`src/rtl/riscv_ifu_pkg.sv`:
```
// Shared types and constants for the instruction-fetch prefetch unit.
package riscv_ifu_pkg;

  typedef enum logic [1:0] {
    S_IDLE  = 2'd0,
    S_FETCH = 2'd1,
    S_WAIT  = 2'd2,
    S_DRAIN = 2'd3
  } ifu_state_t;

  localparam int unsigned PC_INC     = 4;
  localparam int unsigned ENTRY_XLEN = 32;

  typedef struct packed {
    logic [ENTRY_XLEN-1:0] pc;
    logic [ENTRY_XLEN-1:0] inst;
  } ifu_entry_t;

endpackage

```
`src/rtl/ifu_fifo.sv`:
```
// Power-of-two circular queue with synchronous flush; the caller guarantees
// that push is never asserted while full.
module ifu_fifo #(
  parameter int DEPTH = 4,
  parameter int WIDTH = 64
) (
  input  logic                     clk,
  input  logic                     reset_n,
  input  logic                     flush,
  input  logic                     push,
  input  logic                     pop,
  input  logic [WIDTH-1:0]         din,
  output logic [WIDTH-1:0]         dout,
  output logic [$clog2(DEPTH):0]   count,
  output logic                     full,
  output logic                     empty
);
  localparam int AW = $clog2(DEPTH);

  logic [WIDTH-1:0] mem [DEPTH];
  logic [AW-1:0]    wr_ptr, rd_ptr;
  logic             do_pop;

  assign empty  = (count == '0);
  assign full   = (count == (AW+1)'(DEPTH));
  assign do_pop = pop && !empty;
  assign dout   = mem[rd_ptr];

  always_ff @(posedge clk or negedge reset_n) begin
    if (!reset_n) begin
      wr_ptr <= '0;
      rd_ptr <= '0;
      count  <= '0;
    end else if (flush) begin
      wr_ptr <= '0;
      rd_ptr <= '0;
      count  <= '0;
    end else begin
      if (push)   wr_ptr <= wr_ptr + 1'b1;
      if (do_pop) rd_ptr <= rd_ptr + 1'b1;
      case ({push, do_pop})
        2'b10:   count <= count + 1'b1;
        2'b01:   count <= count - 1'b1;
        default: count <= count;
      endcase
    end
  end

  // Storage carries data only, so it is left out of reset.
  always_ff @(posedge clk) begin
    if (push && !flush) mem[wr_ptr] <= din;
  end

endmodule

```
`src/rtl/riscv_ifu_prefetch.sv`:
```
// Single-outstanding instruction prefetcher feeding a small queue.
// Define IFU_PERF_EN to build the fetch/stall performance counters.
module riscv_ifu_prefetch
  import riscv_ifu_pkg::*;
#(
  parameter int              XLEN     = 32,
  parameter int              DEPTH    = 4,
  parameter logic [XLEN-1:0] RESET_PC = '0
) (
  input  logic            clk,
  input  logic            reset_n,
  input  logic            fetch_en,
  input  logic            redirect_valid,
  input  logic [XLEN-1:0] redirect_pc,
  output logic            mem_req_valid,
  input  logic            mem_req_ready,
  output logic [XLEN-1:0] mem_req_addr,
  input  logic            mem_resp_valid,
  input  logic [XLEN-1:0] mem_resp_data,
  output logic            out_valid,
  input  logic            out_ready,
  output logic [XLEN-1:0] out_pc,
  output logic [XLEN-1:0] out_inst,
  output logic [1:0]      state,
  output logic [31:0]     perf_fetch_cnt,
  output logic [31:0]     perf_stall_cnt
);
  localparam int CW = $clog2(DEPTH) + 1;

  ifu_state_t      state_q, state_d;
  logic [XLEN-1:0] fetch_pc, req_pc;
  logic [CW-1:0]   fifo_count;
  logic            fifo_full, fifo_empty;
  logic            req_hs, push, pop;
  ifu_entry_t      push_entry, head_entry;

  assign mem_req_valid = (state_q == S_FETCH) && fetch_en && !redirect_valid &&
                         (fifo_count < CW'(DEPTH));
  assign mem_req_addr  = fetch_pc;
  assign req_hs        = mem_req_valid && mem_req_ready;
  assign push          = (state_q == S_WAIT) && mem_resp_valid && !fifo_full;
  assign pop           = out_valid && out_ready;
  assign state         = state_q;

  assign push_entry.pc   = req_pc;
  assign push_entry.inst = mem_resp_data;

  assign out_valid = !fifo_empty;
  assign out_pc    = fifo_empty ? '0 : head_entry.pc;
  assign out_inst  = fifo_empty ? '0 : head_entry.inst;

  always_ff @(posedge clk or negedge reset_n) begin
    if (!reset_n) begin
      state_q  <= S_IDLE;
      fetch_pc <= RESET_PC;
    end else begin
      state_q <= state_d;
      if (redirect_valid)  fetch_pc <= {redirect_pc[XLEN-1:2], 2'b00};
      else if (req_hs)     fetch_pc <= fetch_pc + XLEN'(PC_INC);
    end
  end

  always_ff @(posedge clk) begin
    if (req_hs) req_pc <= fetch_pc;
  end

  // A response arriving alongside a redirect still retires the outstanding
  // request, so the FSM never waits in DRAIN for a reply that already came.
  always_comb begin
    state_d = state_q;
    case (state_q)
      S_IDLE:  if (fetch_en) state_d = S_FETCH;
      S_FETCH: begin
        if (req_hs)         state_d = S_WAIT;
        else if (!fetch_en) state_d = S_IDLE;
      end
      S_WAIT: begin
        if (mem_resp_valid)      state_d = fetch_en ? S_FETCH : S_IDLE;
        else if (redirect_valid) state_d = S_DRAIN;
      end
      S_DRAIN: if (mem_resp_valid) state_d = S_FETCH;
      default: state_d = S_IDLE;
    endcase
  end

  ifu_fifo #(
    .DEPTH (DEPTH),
    .WIDTH ($bits(ifu_entry_t))
  ) u_fifo (
    .clk     (clk),
    .reset_n (reset_n),
    .flush   (redirect_valid),
    .push    (push),
    .pop     (pop),
    .din     (push_entry),
    .dout    (head_entry),
    .count   (fifo_count),
    .full    (fifo_full),
    .empty   (fifo_empty)
  );

`ifdef IFU_PERF_EN
  logic [31:0] fetch_cnt_q, stall_cnt_q;

  always_ff @(posedge clk or negedge reset_n) begin
    if (!reset_n) begin
      fetch_cnt_q <= '0;
      stall_cnt_q <= '0;
    end else begin
      if (push && !redirect_valid)  fetch_cnt_q <= fetch_cnt_q + 32'd1;
      if (fetch_en && !out_valid)   stall_cnt_q <= stall_cnt_q + 32'd1;
    end
  end

  assign perf_fetch_cnt = fetch_cnt_q;
  assign perf_stall_cnt = stall_cnt_q;
`else
  assign perf_fetch_cnt = '0;
  assign perf_stall_cnt = '0;
`endif

endmodule

```
`config.mk`:
```
export PLATFORM = sky130hd
export DESIGN_NAME = riscv_ifu_prefetch
export DESIGN_NICKNAME = d
export VERILOG_FILES = /design/src/rtl/riscv_ifu_pkg.sv /design/src/rtl/ifu_fifo.sv /design/src/rtl/riscv_ifu_prefetch.sv
export SDC_FILE = /design/constraint.sdc
export NUM_CORES = 1
export LEC_CHECK = 0
export BUFFER_PORTS_ARGS = -buffer_cell sky130_fd_sc_hd__buf_2
export CELL_PAD_IN_SITES_DETAIL_PLACEMENT = 1
export CELL_PAD_IN_SITES_GLOBAL_PLACEMENT = 2
export CORE_MARGIN = 5
export CORE_UTILIZATION = 36
export DETAILED_ROUTE_END_ITERATION = 8
export GPL_TIMING_DRIVEN = 0
export PLACE_DENSITY_LB_ADDON = 0.1
export SYNTH_ARGS = -nofsm -noshare
export SYNTH_HDL_FRONTEND = slang
export SYNTH_SLANG_ARGS = --single-unit
```
`constraint.sdc`:
```
create_clock -name clk -period 3.3 [get_ports clk]
set_clock_uncertainty 0.05 [all_clocks]
set_input_delay 0.66 -clock clk [delete_from_list [all_inputs] [get_ports clk]]
set_output_delay 0.66 -clock clk [all_outputs]
set_load 0.01 [all_outputs]
```
# Word-level counts from Yosys, hierarchy flattened
# Memories as Yosys holds them, arrays and structs flattened.
# Index checks and enable logic that the tools add are counted.
# Widths: inputs -> output; s select.
# totals
reg_bits	73
ramBits	256
inputBits	71
memories	1
# classes
add_sub_neg	5
magnitude_cmp	1
eq_ne	10
muxes	20
n_reduce_logical	19
# memory_table
name	words	word_bits	read_ports	rd_clocked_by_memory_dff	write_ports	line	text
u_fifo.mem	4	64	1	0	1	ifu_fifo.sv:20	logic [WIDTH-1:0] mem [DEPTH];
# ops
cell	n
$mux 32	4
$add 32x3->32 const B	1
$mux 2	10
$logic_and 1x1->1	9
$pmux 2 s4	1
$eq 2x2->1 const B	3
$ne 3x3->1 const B	2
$pmux 3 s2	1
$reduce_bool 2->1	3
$add 2x1->2 const B	2
$eq 2x1->1 const B	2
$ne 2x2->1 const B	2
$reduce_and 4->1	1
$add 3x1->3 const B	1
$eq 3x3->1 const B	1
$logic_not 1->1	3
$logic_not 3->1	1
$lt 3x3->1 const B	1
$mux 1	3
$mux 3	1
$reduce_bool 3->1	1
$sub 3x1->3 const B	1
$logic_not 2->1	1

# Longest topological paths before layout
# logic_depth
word_depth	7
ltp_mapped	8
ltp_nobuf	8

# Cells and area by module
# From an unflattened synthesis, not the netlist that was laid out.
# hier_totals
hier_cells	803
area_unflattened_um2	13676.9
# modules_own_cells
mod	n_inst	cells_per_inst	area_per_inst_um2
ifu_fifo	1	388	9738.1
riscv_ifu_prefetch	1	415	3938.8

# Worst setup path before layout
# Ideal clock, no wire load.
# synth_path
path_type	reg2reg
startpoint	register state_q[0] (netlist: state[0])
endpoint	memory u_fifo.mem[0][0] (enable)
setup_ps	427
arrival_time_ps	2726
path_slack_ps	97
stages_incl_launch_ff	7
path_buffers	1
cell_sequence	dfrtp_1 > inv_1 > ha_1 > and2_1 > and2_1 > clkbuf_1 > and3_1
# synth_between
elab_chain_len	6
# synth_lines
item	line	text
from (decl)	riscv_ifu_prefetch.sv:30	ifu_state_t state_q, state_d;
from (signal assigned)	riscv_ifu_prefetch.sv:57	state_q <= state_d;
$eq 2x2->1	riscv_ifu_prefetch.sv:41	assign push = (state_q == S_WAIT) && mem_resp_valid && !fifo_full;
$logic_and 1x1->1 (2 in series)	riscv_ifu_prefetch.sv:41	
$logic_and 1x1->1	ifu_fifo.sv:51	if (push && !flush) mem[wr_ptr] <= din;
$mux 1	ifu_fifo.sv:51	
$mux 1 (not written as such)	ifu_fifo.sv:51	
to (decl)	ifu_fifo.sv:20	
# Every way passes these cells.

# Worst setup path after layout
# layout_path
startpoint	register u_fifo.count[0]
endpoint	output port out_pc[14]
# layout_between
elab_chain_len	2
# layout_lines
item	line	text
from (decl)	ifu_fifo.sv:14	output logic [$clog2(DEPTH):0] count,
from (signal assigned)	ifu_fifo.sv:42	2'b10: count <= count + 1'b1;
from (signal assigned)	ifu_fifo.sv:43	2'b01: count <= count - 1'b1;
from (signal assigned)	ifu_fifo.sv:44	default: count <= count;
$logic_not 3->1	ifu_fifo.sv:24	assign empty = (count == '0);
$mux 32	riscv_ifu_prefetch.sv:49	assign out_pc = fifo_empty ? '0 : head_entry.pc;
to (decl)	riscv_ifu_prefetch.sv:22	output logic [XLEN-1:0] out_pc,
# Every way passes these cells.

==> impl_metrics.json <==
{
  "ys_seq_elements": 317,
  "postRouteAntennaNets": 0,
  "grt_remaining_overflow": 0,
  "io_pins": 235,
  "seq_area_frac_synth_pct": 70.9,
  "start_util_pct": 36.2,
  "grt_antenna_before_repair": 0,
  "r2r-end": "mem_req_addr[24]",
  "final_hold_viol_count": 0,
  "worstMarginPinSlew_ns": 1.03,
  "totalWireLength_um": 32600,
  "placedCellCount": 1468,
  "rows": 70,
  "via_per_inst": 4.86,
  "crit_start": "u_fifo.count[0]",
  "drive_gt1_share_pct": 34.5,
  "setup_violations": 0,
  "grt_pass1_wl_um": 49800,
  "vias": 7386,
  "die_height_um": 201,
  "clkLatencyLatePin_ns": 0.50,
  "fin_setup_tns_ns": 0,
  "synth_area_leader_cell": "edfxtp_1",
  "clk_pin_slew_worst_paths_ns": 0.06,
  "synth_top_area_share_pct": 63.5,
  "combinationalPowerShare_pct": 20.8,
  "setup.worst_path.start_class": "flip-flop",
  "reg2reg_depth": 8,
  "powerDensity_nw_per_um2": 656,
  "dieArea_um2": 40400,
  "synth_edf_count": 278,
  "grt_usage_pct": 15.9,
  "dr.pass1.iters": 4,
  "critical_path_class": "reg -> out",
  "core_region_area_um2": 36300,
  "cts_buffer_depth": 3,
  "worstPathRequired_ns": 2.59,
  "grt_pass1_vias": 8040,
  "ir_drop_v": 0.000274,
  "netlist_top_cells_count": "278 x edfxtp_1, 68 x buf_4, 65 x and2_1, 62 x mux4_2, 39 x dfrtp_1",
  "power.switching_mw": 2.84,
  "place_congestion": 0.711,
  "power_frac_seq_pct": 45.0,
  "clockPowerShare_pct": 34.2,
  "period_minus_slack_ns": 3.10,
  "p_int_mw": 7.63,
  "period_share_pct": 93.8,
  "drc": 0,
  "fp.dieW_um": 201,
  "crit_fanout": 10,
  "drt_iter0_drc": 372,
  "fin_cells": 1521,
  "nNetsFinal": 1115,
  "timing.fmax_mhz": 323,
  "grt_max_degree": 47,
  "syn_area_um2": 13100,
  "rsz0062_at_grt": "no",
  "postCtsSetupBuffers": 0,
  "wl_per_cell_um": 21.4,
  "synth_cells": 766,
  "port_buffers": 163,
  "relSlewSlack_pct": 31.6,
  "diodes": 0,
  "p_sw_share_pct": 27.1,
  "cts_tree": "built",
  "cts_buffers": 35,
  "cp.arrival_ns": 2.39,
  "maxSlewViolCount": 0,
  "r2r_slack_ns": 0.44,
  "h-tree-depth": 2,
  "synth_cell_types": 49,
  "ys.flop_type": "edfxtp_1",
  "maxCapViolations": 0,
  "synthTopCellsByArea": "edfxtp_1 63%, mux4_2 11%, dfrtp_1 7.4%",
  "cts_root_buf": "clkbuf_16",
  "area_delta_synth_final_pct": 21.4,
  "synth-async-reset-ratio_pct": 12.3,
  "clock-sinks": 317,
  "dpl_cell_area_um2": 14900,
  "synth.most_common_cell": "edfxtp_1",
  "hold_class": "in -> async",
  "status": "finished, final reports clean",
  "worst_setup_path_end_kind": "primary output",
  "syn-mean-instance-area_um2": 17.2,
  "synth_warnings": 0,
  "dp_hpwl_um": 21700,
  "fin_area_um2": 16000,
  "leakagePower_nw": 6.01,
  "timing.rr.start": "state[1]"
}
worst max-delay path, stage by stage (launching register included):
cell,delay [ns]
dfrtp_1,0.45
or3_1,0.66
clkbuf_1,0.36
and2_1,0.25
buf_2,0.15
area by class of cell:
| class | count | area [um^2] |
|---|---|---|
| flip-flops and latches | 317 | 9330 |
| inverters | 14 | 52.6 |
| plain buffers | 98 | 644 |
| well taps | 468 | 586 |
| clock inverters | 11 | 103 |
| multi-input cells | 401 | 3400 |
| fillers | 3633 | 20400 |
| repair buffers | 167 | 926 |
| clock buffers | 45 | 923 |
how the worst max path moves through the flow:
stage                              to  depth (start not counted)
detailed placement   mem_req_addr[14]                          7
global route               out_pc[14]                          4
floorplan            u_fifo.mem[0][0]                          6
global placement    u_fifo.mem[0][46]                          4
CTS                        out_pc[12]                          4
finish                     out_pc[14]                          4
sequential cells by signal (all words and copies together) (netlist names):
signal and cells:
mem_req_addr 30, req_pc 30, state 2, u_fifo.count 3, u_fifo.mem 248, u_fifo.rd_ptr 2, u_fifo.wr_ptr 2
cell usage in the layout, fill, tap and decap left out, drive strengths merged, types with 10 or more instances in the layout:
cell / count
buf: 241
and2: 65
o21ai: 20
nor2: 25
nand3: 20
nand2: 29
mux4: 62
and3: 10
clkbuf: 69
inv: 15
nand4: 11
conb: 68
dfrtp: 39
edfxtp: 278
through the flow:
step	util [%]	setup WS, ns	power (mW)	hold slack [ns]
after floorplan	-	0.0967	6.14	0.314
after global placement	40.7	-1.75	7.03	0.426
after detailed placement	41.1	-0.161	7.06	0.438
after CTS	43.9	0.0387	10.7	0.292
after global routing	43.9	0.0129	11.0	0.302
final	43.9	0.203	10.5	0.292
power by group through the flow:
| stage | sequential (mW) | combinational [mW] | clock [mW] |
|---|---|---|---|
| 4_1_cts | 4.72 | 2.26 | 3.71 |
| 6_report | 4.71 | 2.17 | 3.59 |
| 3_3_place_gp | 4.76 | 2.28 | 0 |
| 3_5_place_dp | 4.76 | 2.30 | 0 |
| 5_1_grt | 4.74 | 2.41 | 3.87 |
| 2_1_floorplan | 4.72 | 1.41 | 0 |
routing by layer:
metal  global-route usage (%)  vias up  share of wire [%]
li1                         -     3380                  -
met1                     21.8     3764                 44
met2                     26.0      207                 49
met3                     3.82       35                5.6
met4                     3.34        0                1.5
met5                        0        -                  0
cells by family after synthesis:
logic type / share of synthesized area [%]
XOR/XNOR: 0.466
other: 0.0285
flip-flops: 70.9
adder cells (fa/ha/maj): 1.01
buffers and inverters: 5.29
AND/OR/NAND/NOR: 7.63
multiplexers: 11.2
AO/OA/AOI/OAI: 3.51
timing repair:
item                       in CTS  in global routing
hold endpoints to repair        0                  0
gates resized for setup         7                  2
hold buffers                    0                  0
setup endpoints to repair      59                 12
Note: power is estimated with default switching activity, not from simulation.
